[src/rtl/ifu_fetch.sv]
`timescale 1ns/1ps
// Instruction fetch stage: owns the PC, keeps at most one imem read in flight and
// queues returned words in order with their PC and a pre-decoded immediate format.
module ifu_fetch #(
  parameter logic [31:0] RESET_PC = 32'h0000_0000,
  parameter int unsigned QDEPTH   = 2
) (
  input  logic        clk,
  input  logic        rst_n,
  output logic        imem_req,
  output logic [31:0] imem_addr,
  input  logic        imem_ack,
  input  logic [31:0] imem_rdata,
  input  logic        redirect_valid,
  input  logic [31:0] redirect_pc,
  output logic        instr_valid,
  output logic [31:0] instr,
  output logic [31:0] instr_pc,
  output logic [2:0]  ExtOp,
  input  logic        instr_ready
);

  localparam int unsigned PW  = $clog2(QDEPTH);
  localparam int unsigned CW  = PW + 1;
  localparam logic [31:0] NOP = 32'h0000_0013;

  typedef enum logic [1:0] {ST_IDLE, ST_WAIT, ST_DROP} state_e;

  state_e        state_q, state_d;
  logic [31:0]   fetch_pc_q, fetch_pc_d;
  logic [CW-1:0] count_q, count_d, cnt_next;
  logic [PW-1:0] wr_ptr_q, wr_ptr_d, rd_ptr_q, rd_ptr_d;
  logic [63:0]   q_mem [QDEPTH];
  logic [63:0]   head;
  logic          ack, push, pop, space;
  logic          unused_pc_lsbs;

  // Redirect targets are word aligned; the low bits are deliberately ignored.
  assign unused_pc_lsbs = ^redirect_pc[1:0];

  assign imem_req    = (state_q == ST_WAIT) || (state_q == ST_DROP);
  assign imem_addr   = fetch_pc_q;
  assign ack         = imem_ack & imem_req;
  assign instr_valid = (count_q != '0);
  assign pop         = instr_valid & instr_ready;
  assign push        = (state_q == ST_WAIT) & ack & ~redirect_valid;
  assign cnt_next    = count_q + CW'(push) - CW'(pop);
  assign space       = cnt_next < CW'(QDEPTH);

  always_comb begin
    // NOTE: every signal driven here gets a default first, so no path can infer a latch.
    state_d    = state_q;
    fetch_pc_d = fetch_pc_q;
    count_d    = cnt_next;
    wr_ptr_d   = wr_ptr_q + PW'(push);
    rd_ptr_d   = rd_ptr_q + PW'(pop);

    if (redirect_valid) begin
      // An ack arriving with the redirect retires the old request, so the new PC can issue now.
      fetch_pc_d = {redirect_pc[31:2], 2'b00};
      count_d    = '0;
      wr_ptr_d   = '0;
      rd_ptr_d   = '0;
      state_d    = (state_q != ST_IDLE && !ack) ? ST_DROP : ST_WAIT;
    end else begin
      case (state_q)
        ST_IDLE: begin
          if (space) state_d = ST_WAIT;
        end
        ST_WAIT: begin
          if (ack) begin
            fetch_pc_d = fetch_pc_q + 32'd4;
            state_d    = space ? ST_WAIT : ST_IDLE;
          end
        end
        ST_DROP: begin
          if (ack) state_d = space ? ST_WAIT : ST_IDLE;
        end
        default: state_d = ST_IDLE;
      endcase
    end
  end

  always_ff @(posedge clk or negedge rst_n) begin
    // NOTE: state registers use non-blocking assignments so all flops update from pre-edge values.
    if (!rst_n) begin
      state_q    <= ST_IDLE;
      fetch_pc_q <= RESET_PC;
      count_q    <= '0;
      wr_ptr_q   <= '0;
      rd_ptr_q   <= '0;
    end else begin
      state_q    <= state_d;
      fetch_pc_q <= fetch_pc_d;
      count_q    <= count_d;
      wr_ptr_q   <= wr_ptr_d;
      rd_ptr_q   <= rd_ptr_d;
    end
  end

  // NOTE: queue storage has no reset; entries are only read while count marks them valid.
  always_ff @(posedge clk) begin
    if (push) q_mem[wr_ptr_q] <= {fetch_pc_q, imem_rdata};
  end

  assign head     = q_mem[rd_ptr_q];
  assign instr    = instr_valid ? head[31:0]  : NOP;
  assign instr_pc = instr_valid ? head[63:32] : 32'h0;

  always_comb begin
    case (instr[6:0])
      7'b0010011, 7'b0000011, 7'b1100111, 7'b1110011: ExtOp = 3'b000;
      7'b0110111, 7'b0010111:                         ExtOp = 3'b001;
      7'b0100011:                                     ExtOp = 3'b010;
      7'b1100011:                                     ExtOp = 3'b011;
      7'b1101111:                                     ExtOp = 3'b100;
      default:                                        ExtOp = 3'b111;
    endcase
  end

endmodule

[config.mk]
export PLATFORM = sky130hd
export DESIGN_NAME = ifu_fetch
export DESIGN_NICKNAME = d
export VERILOG_FILES = /design/src/rtl/ifu_fetch.sv
export SDC_FILE = /design/constraint.sdc
export NUM_CORES = 1
export LEC_CHECK = 0
export CAP_MARGIN = 20
export CELL_PAD_IN_SITES_DETAIL_PLACEMENT = 0
export CELL_PAD_IN_SITES_GLOBAL_PLACEMENT = 2
export CORE_AREA = 2 2 145 147
export CTS_CLUSTER_SIZE = 40
export DETAILED_ROUTE_END_ITERATION = 8
export DIE_AREA = 0 0 147 149
export GPL_TIMING_DRIVEN = 0
export HOLD_SLACK_MARGIN = 0.15
export PLACE_DENSITY_LB_ADDON = 0.2
export SLEW_MARGIN = 10
export SYNTH_ARGS = -nofsm -noshare
export SYNTH_HDL_FRONTEND = slang
export SYNTH_SLANG_ARGS = --single-unit
[constraint.sdc]
create_clock -name clk -period 5.3 [get_ports clk]
set_clock_uncertainty 0.15 [all_clocks]
set_input_delay 1.325 -clock clk [delete_from_list [all_inputs] [get_ports clk]]
set_output_delay 1.325 -clock clk [all_outputs]
set_load 0.01 [all_outputs]
==> metrics.txt <==
# TYPE chip_impl_metric gauge
chip_impl_metric{name="coreArea",unit="mm2"} 0.0206
chip_impl_metric{name="path_depth_of_the_worst_reg2reg_path",unit=""} 11
chip_impl_metric{name="share_seq_of_total_power",unit="%"} 39.0
chip_impl_metric{name="firstDrtPassIters",unit=""} 4
chip_impl_metric{name="switching_share",unit="%"} 29.2
chip_impl_metric{name="worstPathRequired",unit="ns"} 3.83
chip_impl_info{name="worst_setup_path_startpoint",value="rd_ptr_q"} 1
chip_impl_metric{name="power-per-cell-area",unit="mW/mm2"} 413
chip_impl_info{name="yosysTopAreaCell",value="edfxtp_1"} 1
chip_impl_metric{name="cell_count_final_fillers_out",unit=""} 1011
chip_impl_metric{name="yosys_warnings",unit=""} 0
chip_impl_metric{name="share_clk_of_total_power",unit="%"} 31.3
chip_impl_metric{name="wl_per_cell",unit="um"} 17.5
chip_impl_metric{name="syn2layout_area_growth",unit="%"} 38.3
chip_impl_metric{name="seq_area_frac_synth",unit="%"} 66.2
chip_impl_metric{name="routabilityCongestion",unit=""} 0.793
chip_impl_metric{name="total_inserted_antenna_cells",unit=""} 0
chip_impl_info{name="synth_most_common_cell",value="edfxtp_1"} 1
chip_impl_metric{name="dieArea",unit="mm2"} 0.0219
chip_impl_metric{name="tritoncts_buffer_count",unit=""} 17
chip_impl_metric{name="clock_sink_count",unit=""} 160
chip_impl_metric{name="share_comb_of_total_power",unit="%"} 29.7
chip_impl_metric{name="ys_seq_elements",unit=""} 160
chip_impl_info{name="timing.critical_path.to",value="ExtOp[1]"} 1
chip_impl_metric{name="row_count",unit=""} 53
chip_impl_metric{name="place_inst",unit=""} 979
chip_impl_metric{name="max_clock_freq",unit="GHz"} 0.224
chip_impl_metric{name="final_net_count",unit=""} 800
chip_impl_info{name="top_sig_layer",value="met4"} 1
chip_impl_metric{name="route.vias.total",unit=""} 4908
chip_impl_info{name="ys_top_cells_by_area",value="edfxtp_1 (53%), dfrtp_1 (13%), mux2i_1 (8.7%)"} 1
chip_impl_metric{name="maxCapViolations",unit=""} 0
chip_impl_info{name="synth-main-ff-cell",value="edfxtp_1"} 1
chip_impl_metric{name="wl",unit="um"} 17700
chip_impl_metric{name="viasPerCell",unit=""} 4.85
chip_impl_metric{name="yosys.area.top_type_share",unit="%"} 53.3
chip_impl_metric{name="ant_nets",unit=""} 0
chip_impl_metric{name="final_critical_path_setup_slack",unit="ns"} 0.836
chip_impl_metric{name="worst_skew_pair.late_latency",unit="ns"} 0.42
chip_impl_metric{name="first_global_vias",unit=""} 4868
chip_impl_info{name="outcome",value="finished, final reports clean"} 1
chip_impl_metric{name="hold_violations",unit=""} 0
chip_impl_metric{name="dpl.hpwl",unit="um"} 12400
chip_impl_metric{name="cellInternalPower",unit="W"} 0.00283
chip_impl_info{name="grt_setup_unrepaired",value="false"} 1
chip_impl_metric{name="worstHoldPathCells",unit=""} 1
chip_impl_metric{name="grt_max_degree",unit=""} 37
chip_impl_metric{name="global_route_wire_length_before_repair",unit="um"} 27200
chip_impl_metric{name="final_layout_size_suffix_gt1_share",unit="%"} 8.02
chip_impl_metric{name="io_pins",unit=""} 170
chip_impl_metric{name="power.ir.vdd_worst",unit="V"} 0.000227
chip_impl_info{name="setup.worst_path.class",value="reg -> out"} 1
chip_impl_metric{name="timing.reg2reg.setup_slack",unit="ns"} 2.39
chip_impl_info{name="timing.critical_path.from_type",value="flop"} 1
chip_impl_info{name="tritoncts",value="built"} 1
chip_impl_metric{name="number_of_hold_buffers_added_after_cts",unit=""} 0
chip_impl_info{name="r2r-end",value="state_q[1]"} 1
chip_impl_metric{name="worst_ep_arrival_time",unit="ns"} 2.99
chip_impl_metric{name="grt_antenna_before_repair",unit=""} 0
chip_impl_metric{name="worstMarginPinSlew",unit="ns"} 0.783
chip_impl_info{name="crit_path_end_kind",value="primary output"} 1
chip_impl_metric{name="synth_cells",unit=""} 536
chip_impl_metric{name="synth_cell_type_count",unit=""} 48
chip_impl_metric{name="fillers",unit=""} 1909
chip_impl_metric{name="relSlewSlack",unit="%"} 47.8
chip_impl_metric{name="synthesis.area",unit="mm2"} 0.00699
chip_impl_metric{name="post_cts_setup_inserts",unit=""} 0
chip_impl_metric{name="async_reset_ff_share",unit="%"} 22.5
chip_impl_metric{name="globalRouteTotalUtil",unit="%"} 16.4
chip_impl_metric{name="setup_violations",unit=""} 0
chip_impl_metric{name="switching_power",unit="W"} 0.00117
chip_impl_metric{name="met3_wirelength",unit="um"} 724
chip_impl_metric{name="initial_utilization",unit="%"} 34.0
chip_impl_metric{name="number_of_enable_flip_flop_cells_after_synthesis",unit=""} 124
chip_impl_metric{name="cts_repair_resize_count",unit=""} 0
chip_impl_metric{name="post_synth.cell_area_avg",unit="um2"} 13.0
chip_impl_metric{name="place_worst_setup_slack",unit="ns"} 1.15
chip_impl_metric{name="htree_num_levels",unit=""} 4
chip_impl_metric{name="place.port_buffers",unit=""} 162
chip_impl_metric{name="cts-root-to-sink-buffers",unit=""} 2
chip_impl_metric{name="gr-total-overflow",unit=""} 0
chip_impl_info{name="synth_commonest_cells",value="edfxtp_1 (124), nor2_1 (85), mux2i_1 (61)"} 1
chip_impl_metric{name="drc",unit=""} 0
chip_impl_metric{name="routed-wl-met2",unit="um"} 8620
chip_impl_metric{name="m1WireLength",unit="um"} 8060
chip_impl_metric{name="layout_min_cycle_time",unit="ns"} 4.46
chip_impl_metric{name="timing.final.max_slew_violations",unit=""} 0
chip_impl_metric{name="cellLeakagePower",unit="nW"} 3.28
chip_impl_info{name="cts_root_buffer",value="clkbuf_16"} 1
chip_impl_metric{name="post-route-period-util",unit="%"} 84.2
chip_impl_metric{name="clock_transition_at_the_registers_of_the_reported_paths",unit="ns"} 0.06
chip_impl_metric{name="critPathMaxFanout",unit=""} 10
chip_impl_metric{name="die_width",unit="um"} 147
chip_impl_metric{name="detail_route.iter0.violations",unit=""} 229
chip_impl_info{name="regToRegStartpoint",value="count_q[1]"} 1
chip_impl_metric{name="dieHeight",unit="um"} 149
chip_impl_info{name="hold_path_class",value="reg -> reg"} 1
==> stage by stage <==
step	hold WS (ns)	utilization, %	power [W]	TNS, ns	instance area, um2
6_report	0.391	47.0	0.00399	0	9670
5_1_grt	0.421	47.0	0.00420	0	9670
4_1_cts	0.390	47.0	0.00405	0	9670
3_5_place_dp	0.376	44.0	0.00279	0	9050
3_3_place_gp	0.360	43.6	0.00277	-37.12	8970
2_1_floorplan	0.341	-	0.00220	0	7000
==> worst min-delay path by stage <==
stage | endpoint | startpoint | slack, ns
floorplan | state_q[1] | state_q[1] | 0.34
global placement | state_q[1] | state_q[1] | 0.36
detailed placement | state_q[1] | state_q[1] | 0.38
CTS | state_q[1] | state_q[1] | 0.39
global route | state_q[1] | state_q[1] | 0.42
finish | state_q[1] | state_q[1] | 0.39
==> critical path: stages, from the launching register on <==
cell	delay, ns
dfrtp_1	0.39
buf_1	0.53
and3b_1	0.25
a311oi_1	0.52
nor3_1	0.09
a22oi_1	0.23
clkdlybuf4s50_1	0.57
==> flip-flops by register name, indices dropped and copies added, names as in the netlist <==
name	flops
count_q	2
imem_addr	30
q_mem	124
rd_ptr_q	1
state_q	2
wr_ptr_q	1
==> kinds of logic after synthesis <==
kind of cell | share of synthesized area (%)
AO/OA/AOI/OAI | 6.01
XOR/XNOR | 1.83
adder cells (fa/ha/maj) | 1.43
buffers and inverters | 2.86
flip-flops | 66.2
multiplexers | 9.22
other | 0.0536
AND/OR/NAND/NOR | 12.4
==> layer usage <==
metal / vias up / global-route usage, %
met4: 0 / 6.25
met5: - / 0
met3: 20 / 3.46
met2: 131 / 26.8
met1: 2388 / 21.7
li1: 2369 / -
==> power by group through the flow <==
stage	logic, W	registers, W	clock network [W]
6_report	0.00119	0.00156	0.00125
5_1_grt	0.00130	0.00157	0.00134
4_1_cts	0.00121	0.00156	0.00128
3_5_place_dp	0.00120	0.00158	0
3_3_place_gp	0.00118	0.00158	0
2_1_floorplan	0.000629	0.00157	0
==> cells in the final DEF, fill, tap and decap left out, drive strengths merged, types with 3 or more instances in the layout <==
| cell | count |
|---|---|
| conb | 4 |
| nor4 | 4 |
| nand3 | 14 |
| a21oi | 6 |
| edfxtp | 124 |
| o31ai | 13 |
| or2 | 4 |
| nor2b | 3 |
| xnor2 | 9 |
| clkinv | 5 |
| nor2 | 85 |
| nand4 | 5 |
| a31oi | 18 |
| clkbuf | 41 |
| or3 | 5 |
| clkdlybuf4s50 | 161 |
| nor3 | 8 |
| xor2 | 3 |
| ha | 8 |
| nand2 | 30 |
| buf | 17 |
| dfrtp | 36 |
| mux2 | 3 |
| mux2i | 61 |
| or4 | 17 |
| inv | 16 |
| o21ai | 17 |
==> area by class of cell <==
type / count / area, um2 / area share [%]
multi-input combinational: 335 / 2200 / 22.8
clock inverter: 9 / 90.1 / 0.932
inverter: 13 / 48.8 / 0.505
timing repair buffer: 165 / 1680 / 17.3
sequential: 160 / 4620 / 47.8
clock buffer: 23 / 533 / 5.51
tap: 275 / 344 / 3.56
buffer: 31 / 151 / 1.57
Note: power is estimated with default switching activity, not from simulation.
